[src/rtl/bus_region_pkg.sv]
// Shared types for the bus region controller: FSM state encoding and unmapped read fill.
// Combinational definitions only; no latency or backpressure of its own.
package bus_region_pkg;

    typedef enum logic {
        ST_IDLE = 1'b0,
        ST_WAIT = 1'b1
    } state_t;

    localparam logic [63:0] UNMAPPED_RD = '1;

endpackage

[src/rtl/bus_region_decode.sv]
// Priority page-range decoder: lowest-index region whose inclusive [lo,hi] page range holds the page.
// Purely combinational (0 cycles); no backpressure.
module bus_region_decode
    import bus_region_pkg::*;
#(
    parameter int NUM_REGIONS = 4,
    parameter int PAGE_W      = 4,
    parameter int IDX_W       = 2
) (
    input  logic [PAGE_W-1:0]             i_page,
    input  logic [NUM_REGIONS*PAGE_W-1:0] i_page_lo,
    input  logic [NUM_REGIONS*PAGE_W-1:0] i_page_hi,
    output logic                          o_hit_vld,
    output logic [IDX_W-1:0]              o_hit_idx
);

    always_comb begin
        o_hit_vld = 1'b0;
        o_hit_idx = '0;
        // Scan downward so the lowest matching index is the one left standing.
        for (int i = NUM_REGIONS - 1; i >= 0; i--) begin
            if ((i_page >= i_page_lo[i*PAGE_W +: PAGE_W]) &&
                (i_page <= i_page_hi[i*PAGE_W +: PAGE_W])) begin
                o_hit_vld = 1'b1;
                o_hit_idx = IDX_W'(i);
            end
        end
    end

endmodule

[src/rtl/bus_region_ctrl.sv]
// CPU bus region controller: chip select, wait states, read mux; BUS_REGION_WP_EN adds write protect.
// Access takes W+1 cycles with cpu_rdy low W cycles; read data appears one cycle after completion.
module bus_region_ctrl
    import bus_region_pkg::*;
#(
    parameter int NUM_REGIONS = 4,
    parameter int ADDR_W      = 16,
    parameter int DATA_W      = 8,
    parameter int PAGE_W      = 4,
    parameter int WAIT_W      = 4
) (
    input  logic                          clk,
    input  logic                          reset,
    input  logic [ADDR_W-1:0]             cpu_addr,
    input  logic                          cpu_we_n,
    input  logic [NUM_REGIONS*PAGE_W-1:0] page_lo,
    input  logic [NUM_REGIONS*PAGE_W-1:0] page_hi,
    input  logic [NUM_REGIONS*WAIT_W-1:0] wait_cnt,
    input  logic [NUM_REGIONS*DATA_W-1:0] region_di,
`ifdef BUS_REGION_WP_EN
    input  logic [NUM_REGIONS-1:0]        region_wp,
    output logic                          wp_violation,
`endif
    output logic [NUM_REGIONS-1:0]        region_cs,
    output logic                          rd_stb,
    output logic                          wr_stb,
    output logic                          cpu_rdy,
    output logic [DATA_W-1:0]             cpu_di,
    output logic                          unmapped
);

    localparam int IDX_W = (NUM_REGIONS > 1) ? $clog2(NUM_REGIONS) : 1;

    state_t            r_state, w_state_nxt;
    logic [WAIT_W-1:0] r_cnt, w_cnt_nxt;
    logic [IDX_W-1:0]  r_idx, w_idx_nxt;
    logic              r_we_n, w_we_n_nxt;
    logic [IDX_W-1:0]  r_rd_idx, w_rd_idx_nxt;
    logic              r_rd_unm, w_rd_unm_nxt;
    logic              r_unmapped, w_unmapped_nxt;

    logic [PAGE_W-1:0]      w_page;
    logic                   w_hit_vld;
    logic [IDX_W-1:0]       w_hit_idx;
    logic [WAIT_W-1:0]      w_hit_wait;
    logic [WAIT_W-1:0]      w_wait_arr [NUM_REGIONS];
    logic [DATA_W-1:0]      w_di_arr   [NUM_REGIONS];
    logic [NUM_REGIONS-1:0] w_cs;
    logic                   w_rdy, w_rd, w_wr;
    logic                   w_fin, w_fin_we_n, w_blocked;
    logic [IDX_W-1:0]       w_fin_idx;

    assign w_page = cpu_addr[ADDR_W-1 -: PAGE_W];

    for (genvar g = 0; g < NUM_REGIONS; g++) begin : g_unpack
        assign w_wait_arr[g] = wait_cnt[g*WAIT_W +: WAIT_W];
        assign w_di_arr[g]   = region_di[g*DATA_W +: DATA_W];
    end

    bus_region_decode #(
        .NUM_REGIONS (NUM_REGIONS),
        .PAGE_W      (PAGE_W),
        .IDX_W       (IDX_W)
    ) u_decode (
        .i_page    (w_page),
        .i_page_lo (page_lo),
        .i_page_hi (page_hi),
        .o_hit_vld (w_hit_vld),
        .o_hit_idx (w_hit_idx)
    );

    assign w_hit_wait = w_wait_arr[w_hit_idx];

    always_comb begin
        w_state_nxt    = r_state;
        w_cnt_nxt      = r_cnt;
        w_idx_nxt      = r_idx;
        w_we_n_nxt     = r_we_n;
        w_rd_idx_nxt   = r_rd_idx;
        w_rd_unm_nxt   = r_rd_unm;
        w_unmapped_nxt = r_unmapped;
        w_cs           = '0;
        w_rdy          = 1'b1;
        w_rd           = 1'b0;
        w_wr           = 1'b0;
        w_fin          = 1'b0;
        w_fin_idx      = r_idx;
        w_fin_we_n     = r_we_n;
        w_blocked      = 1'b0;

        case (r_state)
            ST_IDLE: begin
                if (w_hit_vld) begin
                    w_cs[w_hit_idx] = 1'b1;
                    w_idx_nxt       = w_hit_idx;
                    w_we_n_nxt      = cpu_we_n;
                    if (w_hit_wait == '0) begin
                        w_fin      = 1'b1;
                        w_fin_idx  = w_hit_idx;
                        w_fin_we_n = cpu_we_n;
                    end else begin
                        w_rdy       = 1'b0;
                        w_cnt_nxt   = w_hit_wait - 1'b1;
                        w_state_nxt = ST_WAIT;
                    end
                end else begin
                    w_unmapped_nxt = 1'b1;
                    w_rd_unm_nxt   = 1'b1;
                end
            end
            ST_WAIT: begin
                // Select stays on the index latched at access start, whatever the address does now.
                w_cs[r_idx] = 1'b1;
                if (r_cnt != '0) begin
                    w_rdy     = 1'b0;
                    w_cnt_nxt = r_cnt - 1'b1;
                end else begin
                    w_fin       = 1'b1;
                    w_state_nxt = ST_IDLE;
                end
            end
        endcase

`ifdef BUS_REGION_WP_EN
        w_blocked = w_fin & ~w_fin_we_n & region_wp[w_fin_idx];
`endif

        if (w_fin) begin
            w_rd         = w_fin_we_n;
            w_wr         = ~w_fin_we_n & ~w_blocked;
            w_rd_idx_nxt = w_fin_idx;
            w_rd_unm_nxt = 1'b0;
        end
    end

    always_ff @(posedge clk or posedge reset) begin
        if (reset) begin
            r_state    <= ST_IDLE;
            r_cnt      <= '0;
            r_idx      <= '0;
            r_we_n     <= 1'b1;
            r_rd_idx   <= '0;
            r_rd_unm   <= 1'b1;
            r_unmapped <= 1'b0;
        end else begin
            r_state    <= w_state_nxt;
            r_cnt      <= w_cnt_nxt;
            r_idx      <= w_idx_nxt;
            r_we_n     <= w_we_n_nxt;
            r_rd_idx   <= w_rd_idx_nxt;
            r_rd_unm   <= w_rd_unm_nxt;
            r_unmapped <= w_unmapped_nxt;
        end
    end

`ifdef BUS_REGION_WP_EN
    logic r_wp_viol;

    always_ff @(posedge clk or posedge reset) begin
        if (reset) begin
            r_wp_viol <= 1'b0;
        end else begin
            r_wp_viol <= r_wp_viol | w_blocked;
        end
    end

    assign wp_violation = r_wp_viol;
`endif

    // Mealy outputs are gated so reset quiets the bus immediately, not at the next edge.
    assign region_cs = reset ? '0 : w_cs;
    assign cpu_rdy   = reset | w_rdy;
    assign rd_stb    = ~reset & w_rd;
    assign wr_stb    = ~reset & w_wr;
    assign cpu_di    = r_rd_unm ? UNMAPPED_RD[DATA_W-1:0] : w_di_arr[r_rd_idx];
    assign unmapped  = r_unmapped;

endmodule

[config.mk]
export PLATFORM = sky130hd
export DESIGN_NAME = bus_region_ctrl
export DESIGN_NICKNAME = d
export VERILOG_FILES = /design/src/rtl/bus_region_pkg.sv /design/src/rtl/bus_region_decode.sv /design/src/rtl/bus_region_ctrl.sv
export SDC_FILE = /design/constraint.sdc
export NUM_CORES = 1
export LEC_CHECK = 0
export ABC_AREA = 1
export CAP_MARGIN = 30
export CORE_ASPECT_RATIO = 1.1
export CORE_UTILIZATION = 37
export CTS_BUF_LIST = sky130_fd_sc_hd__clkbuf_16
export DETAILED_ROUTE_END_ITERATION = 8
export PLACE_DENSITY = 0.79
export SYNTH_ARGS = -nofsm -noshare
export SYNTH_HDL_FRONTEND = slang
export SYNTH_SLANG_ARGS = --single-unit
export TNS_END_PERCENT = 100
[constraint.sdc]
create_clock -name clk -period 2.6 [get_ports clk]
set_input_delay 0.52 -clock clk [delete_from_list [all_inputs] [get_ports clk]]
set_output_delay 0.52 -clock clk [all_outputs]
set_load 0.02 [all_outputs]
-- Yosys cells after proc, flatten, opt, wreduce, memory -nomap -nowiden
Cells that the tools add are included.
- register bits: 12
- logic and storage cells: 96
- eq/ne operators: 5
- magnitude comparators: 14
- muxes and demuxes: 47
- reductions and logical operators: 12
- bitwise gates (word level): 9
- $add $sub $neg: 2
- operators with widths (cell ; count):
    4-bit 2-to-1 mux ; 7
    8-bit 2-to-1 mux ; 3
    1-bit 2-to-1 mux ; 21
    8-bit binary-select mux with 2-bit select ; 1
    4-bit greater-or-equal comparator ; 4
    4-bit less-or-equal comparator ; 4
    4-bit one-hot mux with 2 select lines ; 2
    2-bit 2-to-1 mux ; 7
    4-bit binary-select mux with 2-bit select ; 1
    4-bit by 1-bit subtractor with 4-bit output, second input constant ; 2
    3-bit greater-or-equal comparator, second input constant ; 2
    1-bit logical AND ; 6
    2-bit by 3-bit < comparator with 1-bit output, second input constant ; 2
    2-bit by 1-bit inequality test with 1-bit output, second input constant ; 3
    2-bit NOT with 3-bit output ; 2
    1-bit one-hot mux with 2 select lines ; 3
    2-bit AND reduction ; 3
    1-bit demux with 2-bit select ; 2
    2-bit by 1-bit greater-or-equal comparator with 1-bit output, second input constant ; 2
    4-bit zero test ; 1
    2-bit inequality test, second input constant ; 2
    1-bit NOT ; 4
    4-bit nonzero test ; 1
    3-bit AND reduction ; 1
    other kinds (2) ; 3

-- Depth between registers and ports, before layout
- word-level depth: 17
- depth in mapped cells: 23
- gate-level depth less buffers: 23

-- Hierarchy
From an unflattened synthesis, not the netlist that was laid out.
- cell total of the unflattened synthesis: 316
- area total of the unflattened synthesis: 2009.4 um^2
- by module, submodules not included (module ; area each (um^2) ; sequential area each (um^2) ; instances ; cells each):
    bus_region_ctrl ; 1166.1 ; 302.8 ; 1 ; 183
    bus_region_decode ; 843.3 ; 0.0 ; 1 ; 133

-- Worst setup path after synthesis
Ideal clock, no wire load.
- path type: input -> output
- start: input port cpu_addr[12]
- end: output port region_cs[0]
- cell stages on the path: 12
- data arrival time: 2411 ps
- setup slack: -331 ps
- cells stage by stage: inv_1 ha_1 inv_1 nand2_1 nand2_1 nand2_1 nand2_1 nand2_1 nand2_4 inv_1 nor2_1 a2111oi_0
- cells in the longest elaborated chain, start to end: 13
- elaborated cells between the ends (all ways): 28
- ends and longest elaborated chain (what ; line ; source):
    from (decl) ; bus_region_ctrl.sv:14 ; input logic [ADDR_W-1:0] cpu_addr,
    4-bit greater-or-equal comparator or 4-bit less-or-equal comparator (tied branches) ; bus_region_decode.sv:22, bus_region_decode.sv:23 ;
    1-bit logical AND ; bus_region_decode.sv:22 ; if ((i_page >= i_page_lo[i*PAGE_W +: PAGE_W]) &&
    2-bit 2-to-1 mux (4 in a row) ; bus_region_decode.sv:22 ;
    2-bit by 3-bit < comparator with 1-bit output (not written as such) or 2-bit by 1-bit greater-or-equal comparator with 1-bit output (tied branches) ; bus_region_ctrl.sv:94 ; w_cs[w_hit_idx] = 1'b1;
    1-bit logical AND (not written as such) ; bus_region_ctrl.sv:94 ;
    1-bit 2-to-1 mux (not written as such) ; bus_region_ctrl.sv:94 ;
    1-bit demux with 2-bit select ; bus_region_ctrl.sv:94 ;
    4-bit 2-to-1 mux * ; bus_region_ctrl.sv:93 ; if (w_hit_vld) begin
    4-bit one-hot mux with 2 select lines * ; bus_region_ctrl.sv:91 ; case (r_state)
    4-bit 2-to-1 mux * ; bus_region_ctrl.sv:171 ; assign region_cs = reset ? '0 : w_cs;
    to (decl) ; bus_region_ctrl.sv:24 ; output logic [NUM_REGIONS-1:0] region_cs,
Every way passes the cells marked *; elsewhere a longest branch is shown, timed or not.

-- Worst setup path after layout
- start: input port page_lo[10]
- end: output port wr_stb
- cells in the longest elaborated chain, start to end: 16
- elaborated cells between the ends (all ways): 22
- ends and longest elaborated chain (what ; line ; source):
    from (decl) ; bus_region_ctrl.sv:16 ; input logic [NUM_REGIONS*PAGE_W-1:0] page_lo,
    4-bit greater-or-equal comparator * ; bus_region_decode.sv:22 ;
    1-bit logical AND * ; bus_region_decode.sv:22 ;
    2-bit 2-to-1 mux (3 in a row) ; bus_region_decode.sv:22 ;
    2-bit NOT with 3-bit output (not written as such) ; bus_region_ctrl.sv:72 ; assign w_hit_wait = w_wait_arr[w_hit_idx];
    4-bit binary-select mux with 2-bit select ; bus_region_ctrl.sv:72 ;
    4-bit 2-to-1 mux (not written as such) (2 in a row) ; bus_region_ctrl.sv:72 ;
    4-bit zero test ; bus_region_ctrl.sv:97 ; if (w_hit_wait == '0) begin
    1-bit 2-to-1 mux ; bus_region_ctrl.sv:97 ;
    1-bit 2-to-1 mux ; bus_region_ctrl.sv:93 ;
    1-bit 2-to-1 mux ; bus_region_ctrl.sv:91 ;
    1-bit NOT ; bus_region_ctrl.sv:130 ; w_wr = ~w_fin_we_n & ~w_blocked;
    1-bit 2-to-1 mux * ; bus_region_ctrl.sv:128 ; if (w_fin) begin
    1-bit bitwise AND * ; bus_region_ctrl.sv:174 ; assign wr_stb = ~reset & w_wr;
    to (decl) ; bus_region_ctrl.sv:26 ; output logic wr_stb,
Every way passes the cells marked *; elsewhere a longest branch is shown, timed or not. The select of a mux whose other input is x is not followed.

==> impl_metrics.prom <==
# TYPE chip_impl_metric gauge
chip_impl_metric{name="number_of_cells_on_the_worst_hold_path",unit=""} 2
chip_impl_metric{name="post_route_cells_drive_above_1_share",unit="%"} 45.49
chip_impl_metric{name="clock-skew-final",unit="ns"} 0.0008189
chip_impl_metric{name="synth_edf_count",unit=""} 0
chip_impl_metric{name="die-height",unit="um"} 82.89
chip_impl_metric{name="report.final.hold_viol_count",unit=""} 0
chip_impl_metric{name="synth.avg_cell_area",unit="um2"} 6.609
chip_impl_metric{name="grt_use_met2",unit="%"} 48.21
chip_impl_metric{name="htree_levels",unit=""} 1
chip_impl_info{name="run_status",value="complete, but fails checks"} 1
chip_impl_metric{name="pin_count_of_the_biggest_net_entering_global_routing",unit=""} 17
chip_impl_info{name="grt_busiest_layer",value="met2"} 1
chip_impl_info{name="crit_path_slowest_cell",value="ha_1"} 1
chip_impl_metric{name="area_growth_syn_to_layout",unit="%"} 100.6
chip_impl_metric{name="cp_num_cells",unit=""} 20
chip_impl_metric{name="max_freq",unit="MHz"} 301.1
chip_impl_metric{name="power.static_leakage",unit="uW"} 0.002053
chip_impl_info{name="cp_top_family",value="simple AND/OR/NAND/NOR gates"} 1
chip_impl_metric{name="min_period",unit="ns"} 3.321
chip_impl_metric{name="postRouteAntennaNets",unit=""} 0
chip_impl_metric{name="final.fill_count",unit=""} 329
chip_impl_metric{name="die_area",unit="mm2"} 0.006261
chip_impl_info{name="failed_checks",value="negative setup slack"} 1
chip_impl_metric{name="worst-endpoint-arrival",unit="ns"} 2.80
chip_impl_metric{name="route.final.wire_length",unit="mm"} 9.377
chip_impl_metric{name="rows",unit=""} 29
chip_impl_metric{name="ys_seq_elements",unit=""} 12
chip_impl_metric{name="syn_inst",unit=""} 333
chip_impl_metric{name="viasPerCell",unit=""} 5.218
chip_impl_metric{name="tightest_slew_margin_relative_to_the_limit",unit="%"} 68.39
chip_impl_metric{name="r2r.worst_path.cells",unit=""} 9
chip_impl_metric{name="synth_async_sr_flop_share",unit="%"} 100.0
chip_impl_metric{name="power_density",unit="mW/mm2"} 656.3
chip_impl_metric{name="critical_path_peak_fanout",unit=""} 5
chip_impl_metric{name="floorplan.die.width",unit="um"} 75.54
chip_impl_metric{name="gr-usage-met1",unit="%"} 31.88
chip_impl_metric{name="post_cts_hold_buffer_count",unit=""} 0
chip_impl_metric{name="maxCapViolCount",unit=""} 0
chip_impl_info{name="clockRootBuffer",value="clkbuf_16"} 1
chip_impl_metric{name="ys.warnings.count",unit=""} 0
chip_impl_metric{name="number_of_global_route_vias_before_repair",unit=""} 3040
chip_impl_info{name="timing.critical_path.to_type",value="output port"} 1
chip_impl_metric{name="clkSlewWorstSetupHoldPaths",unit="ns"} 0.04
chip_impl_metric{name="cts.path.max_buffers",unit=""} 2
chip_impl_metric{name="tritoncts.num_buffers",unit=""} 3
chip_impl_metric{name="drt_pre_antenna_iters",unit=""} 4
chip_impl_metric{name="global_route.overflow_total",unit=""} 0
chip_impl_metric{name="synth_nets",unit=""} 465
chip_impl_metric{name="finish.cell_count_without_fillers",unit=""} 565
chip_impl_metric{name="global_route.usage.total",unit="%"} 28.00
chip_impl_info{name="clock_tree_from_tritoncts",value="yes"} 1
chip_impl_metric{name="dp_cells",unit=""} 536
chip_impl_metric{name="grt_pass1_wl",unit="mm"} 13.63
chip_impl_metric{name="final_core_util",unit="%"} 76.53
chip_impl_metric{name="critPathBufInv",unit=""} 4
chip_impl_metric{name="detail_route.wl_per_cell",unit="um"} 16.60
chip_impl_metric{name="crit_path_max_incr_delay",unit="ns"} 0.27
chip_impl_metric{name="synth.yosys.seq_area_share",unit="%"} 13.76
chip_impl_metric{name="drc",unit=""} 0
chip_impl_metric{name="reg2reg_setup_slack",unit="ns"} 0.58
chip_impl_metric{name="cts_sink_cnt",unit=""} 12
chip_impl_metric{name="clock_insertion_delay_worst_skew",unit="ns"} 0.24
chip_impl_metric{name="io-pin-count",unit=""} 115
chip_impl_metric{name="number_of_nets_in_the_finished_design",unit=""} 621
chip_impl_metric{name="initial_detailed_routing_violation_count",unit=""} 174
chip_impl_metric{name="initial_core_utilization",unit="%"} 38.15
chip_impl_info{name="grt_setup_unrepaired",value="true"} 1
chip_impl_metric{name="crit_required",unit="ns"} 2.08
chip_impl_metric{name="grtUsageMet3",unit="%"} 4.854
chip_impl_metric{name="dp_hpwl",unit="mm"} 5.108
chip_impl_metric{name="io_buffers",unit=""} 102
chip_impl_info{name="min_delay_worst_type",value="reg -> reg"} 1
chip_impl_metric{name="max-vdd-ir-drop",unit="V"} 0.0005029
chip_impl_info{name="path_class",value="in -> out"} 1
chip_impl_metric{name="antenna_cells_inserted",unit=""} 0
chip_impl_metric{name="netlist-cell-type-count",unit=""} 33
chip_impl_info{name="critical_path_cell_sequence",value="dlygate4sd2_1, inv_1, ha_1, nand2_1, inv_2, nand2_2, nand3_2, nand2_4, nand2_4, nand2_4, nor2_4, nand2_1, nand3_2, nor2_4, nand2_2, nor2_4, nand2_1, o21ai_2, nor2_2, buf_6"} 1
chip_impl_info{name="ys_dominant_reg_cell",value="dfrtp_1"} 1
chip_impl_metric{name="final_critical_path_setup_slack",unit="ns"} -0.7211
chip_impl_metric{name="setup_viol",unit=""} 14
chip_impl_metric{name="tightest_slew",unit="ns"} 0.4724
chip_impl_metric{name="place.gp.congestion",unit=""} 0.8420
chip_impl_metric{name="detailroute.via_count",unit=""} 2948
chip_impl_metric{name="syn_area",unit="mm2"} 0.002201
chip_impl_metric{name="core",unit="mm2"} 0.005769
chip_impl_metric{name="timing.final.crit_share",unit="%"} 127.7
chip_impl_metric{name="initial_antenna_violation_count",unit=""} 0
chip_impl_metric{name="final-max-slew-violation-count",unit=""} 0
chip_impl_info{name="startpoint_class_of_the_critical_path",value="input port"} 1
## worst min-delay path, cell delays in order (launching register included)
cell and delay [ns]:
dfrtp_1 0.33, inv_1 0.04, nand2_1 0.06
## placed cells by master (no fill, tap or decap), drive strengths merged
cell / synthesis / layout
a21oi: 12 / 12
nor4: 1 / 1
nand4: 8 / 8
dfrtp: 10 / 10
or2: 3 / 3
ha: 33 / 33
nor3: 1 / 1
nand2: 91 / 91
a32oi: 1 / 1
mux2i: 8 / 8
nor2: 23 / 23
clkdlybuf4s15: 0 / 5
xor2: 1 / 1
a21boi: 3 / 3
dlygate4sd2: 0 / 26
o21ai: 9 / 9
o21bai: 1 / 1
clkbuf: 5 / 4
nand3: 25 / 25
dfstp: 2 / 2
clkdlybuf4s50: 0 / 59
a2111oi: 1 / 1
inv: 78 / 77
o211ai: 16 / 16
buf: 0 / 65
clkinv: 1 / 2
clkinvlp: 0 / 1
## path summary, 6_finish.rpt
kind                             startpoint          end
max in group asynchronous             reset     r_rd_unm
worst min-delay path               unmapped     unmapped
worst min register to register     unmapped     unmapped
min in group asynchronous             reset  r_rd_idx[0]
worst max-delay path            page_lo[10]       wr_stb
worst max register to register      r_state     r_cnt[0]
## cell usage after synthesis, types with 2 or more instances
cell       n  area [um2]
o21ai_0    5       25.02
a21oi_1   11       55.05
o211ai_1  16       120.1
o21ai_1    4       20.02
nor2_2     3       18.77
nor2_1    15       56.30
ha_1      33       412.9
inv_1     72       270.3
nand2_1   82       307.8
a21boi_1   2       15.01
nand4_1    7       43.79
dfrtp_1   10       250.2
nand3_1   12       60.06
mux2i_1    8       80.08
or2_2      3       18.77
inv_2      6       22.52
nor2_4     5       56.30
nand2_4    5       56.30
nand2_2    4       25.02
dfstp_2    2       52.55
clkbuf_1   5       18.77
nand3_2   12       120.1
## state kept, by name, indices dropped and copies added, names as in the netlist
| register | flops |
|---|---|
| r_idx | 2 |
| r_state | 1 |
| r_rd_unm | 1 |
| r_cnt | 4 |
| unmapped | 1 |
| r_we_n | 1 |
| r_rd_idx | 2 |
## layout make-up
type | instances | area [um2] | share of cell area (%)
multi-input cells | 237 | 2207 | 49.99
repair buffers | 156 | 1428 | 32.33
flip-flops and latches | 12 | 302.8 | 6.857
inverters | 79 | 302.8 | 6.857
well taps | 77 | 96.34 | 2.182
clock buffers | 3 | 75.07 | 1.700
clock inverters | 1 | 3.754 | 0.08501
## timing repair
item	4_1_cts	5_1_grt
endpoints found under the setup margin	19	15
endpoints found under the hold margin	0	0
setup buffers	18	9
pin swaps	56	35
gates resized for setup	197	44
## power breakdown
group	total, uW	internal (uW)	switching (uW)
Clock	281	202	79.0
Sequential	375	286	89.0
Combinational	2240	1050	1200
## cells by family after synthesis
family / after synthesis / synth area share (%)
buffers and inverters: 84 / 14.33
DFF: 12 / 13.76
muxes: 8 / 3.639
xor gates and xnor gates: 1 / 0.3980
and+or+nand+nor: 152 / 36.55
adders and majority gates: 33 / 18.76
AOI/OAI and AO/OA: 43 / 12.56
## stage by stage
stage | hold slack [ns] | TNS (ns) | total power (uW) | worst slack (ns) | area [um2]
after floorplan | 0.4141 | -0.4278 | 1410 | -0.1700 | 2220
after global placement | 0.4486 | -13.17 | 2057 | -1.389 | 3548
after detailed placement | 0.4521 | -14.26 | 2098 | -1.457 | 3548
after CTS | 0.4627 | -2.513 | 2593 | -0.5697 | 4240
after global routing | 0.4981 | -5.942 | 3087 | -0.8016 | 4415
final | 0.4638 | -4.558 | 2898 | -0.7211 | 4415
## routing by layer
metal  vias to the layer above  part of all wire, %
met4                         0                  5.3
met1                      1362                   38
met3                        47                  6.7
met5                         -                    0
met2                       157                   51
li1                       1382                    -
(Power assumes the default switching activity.)
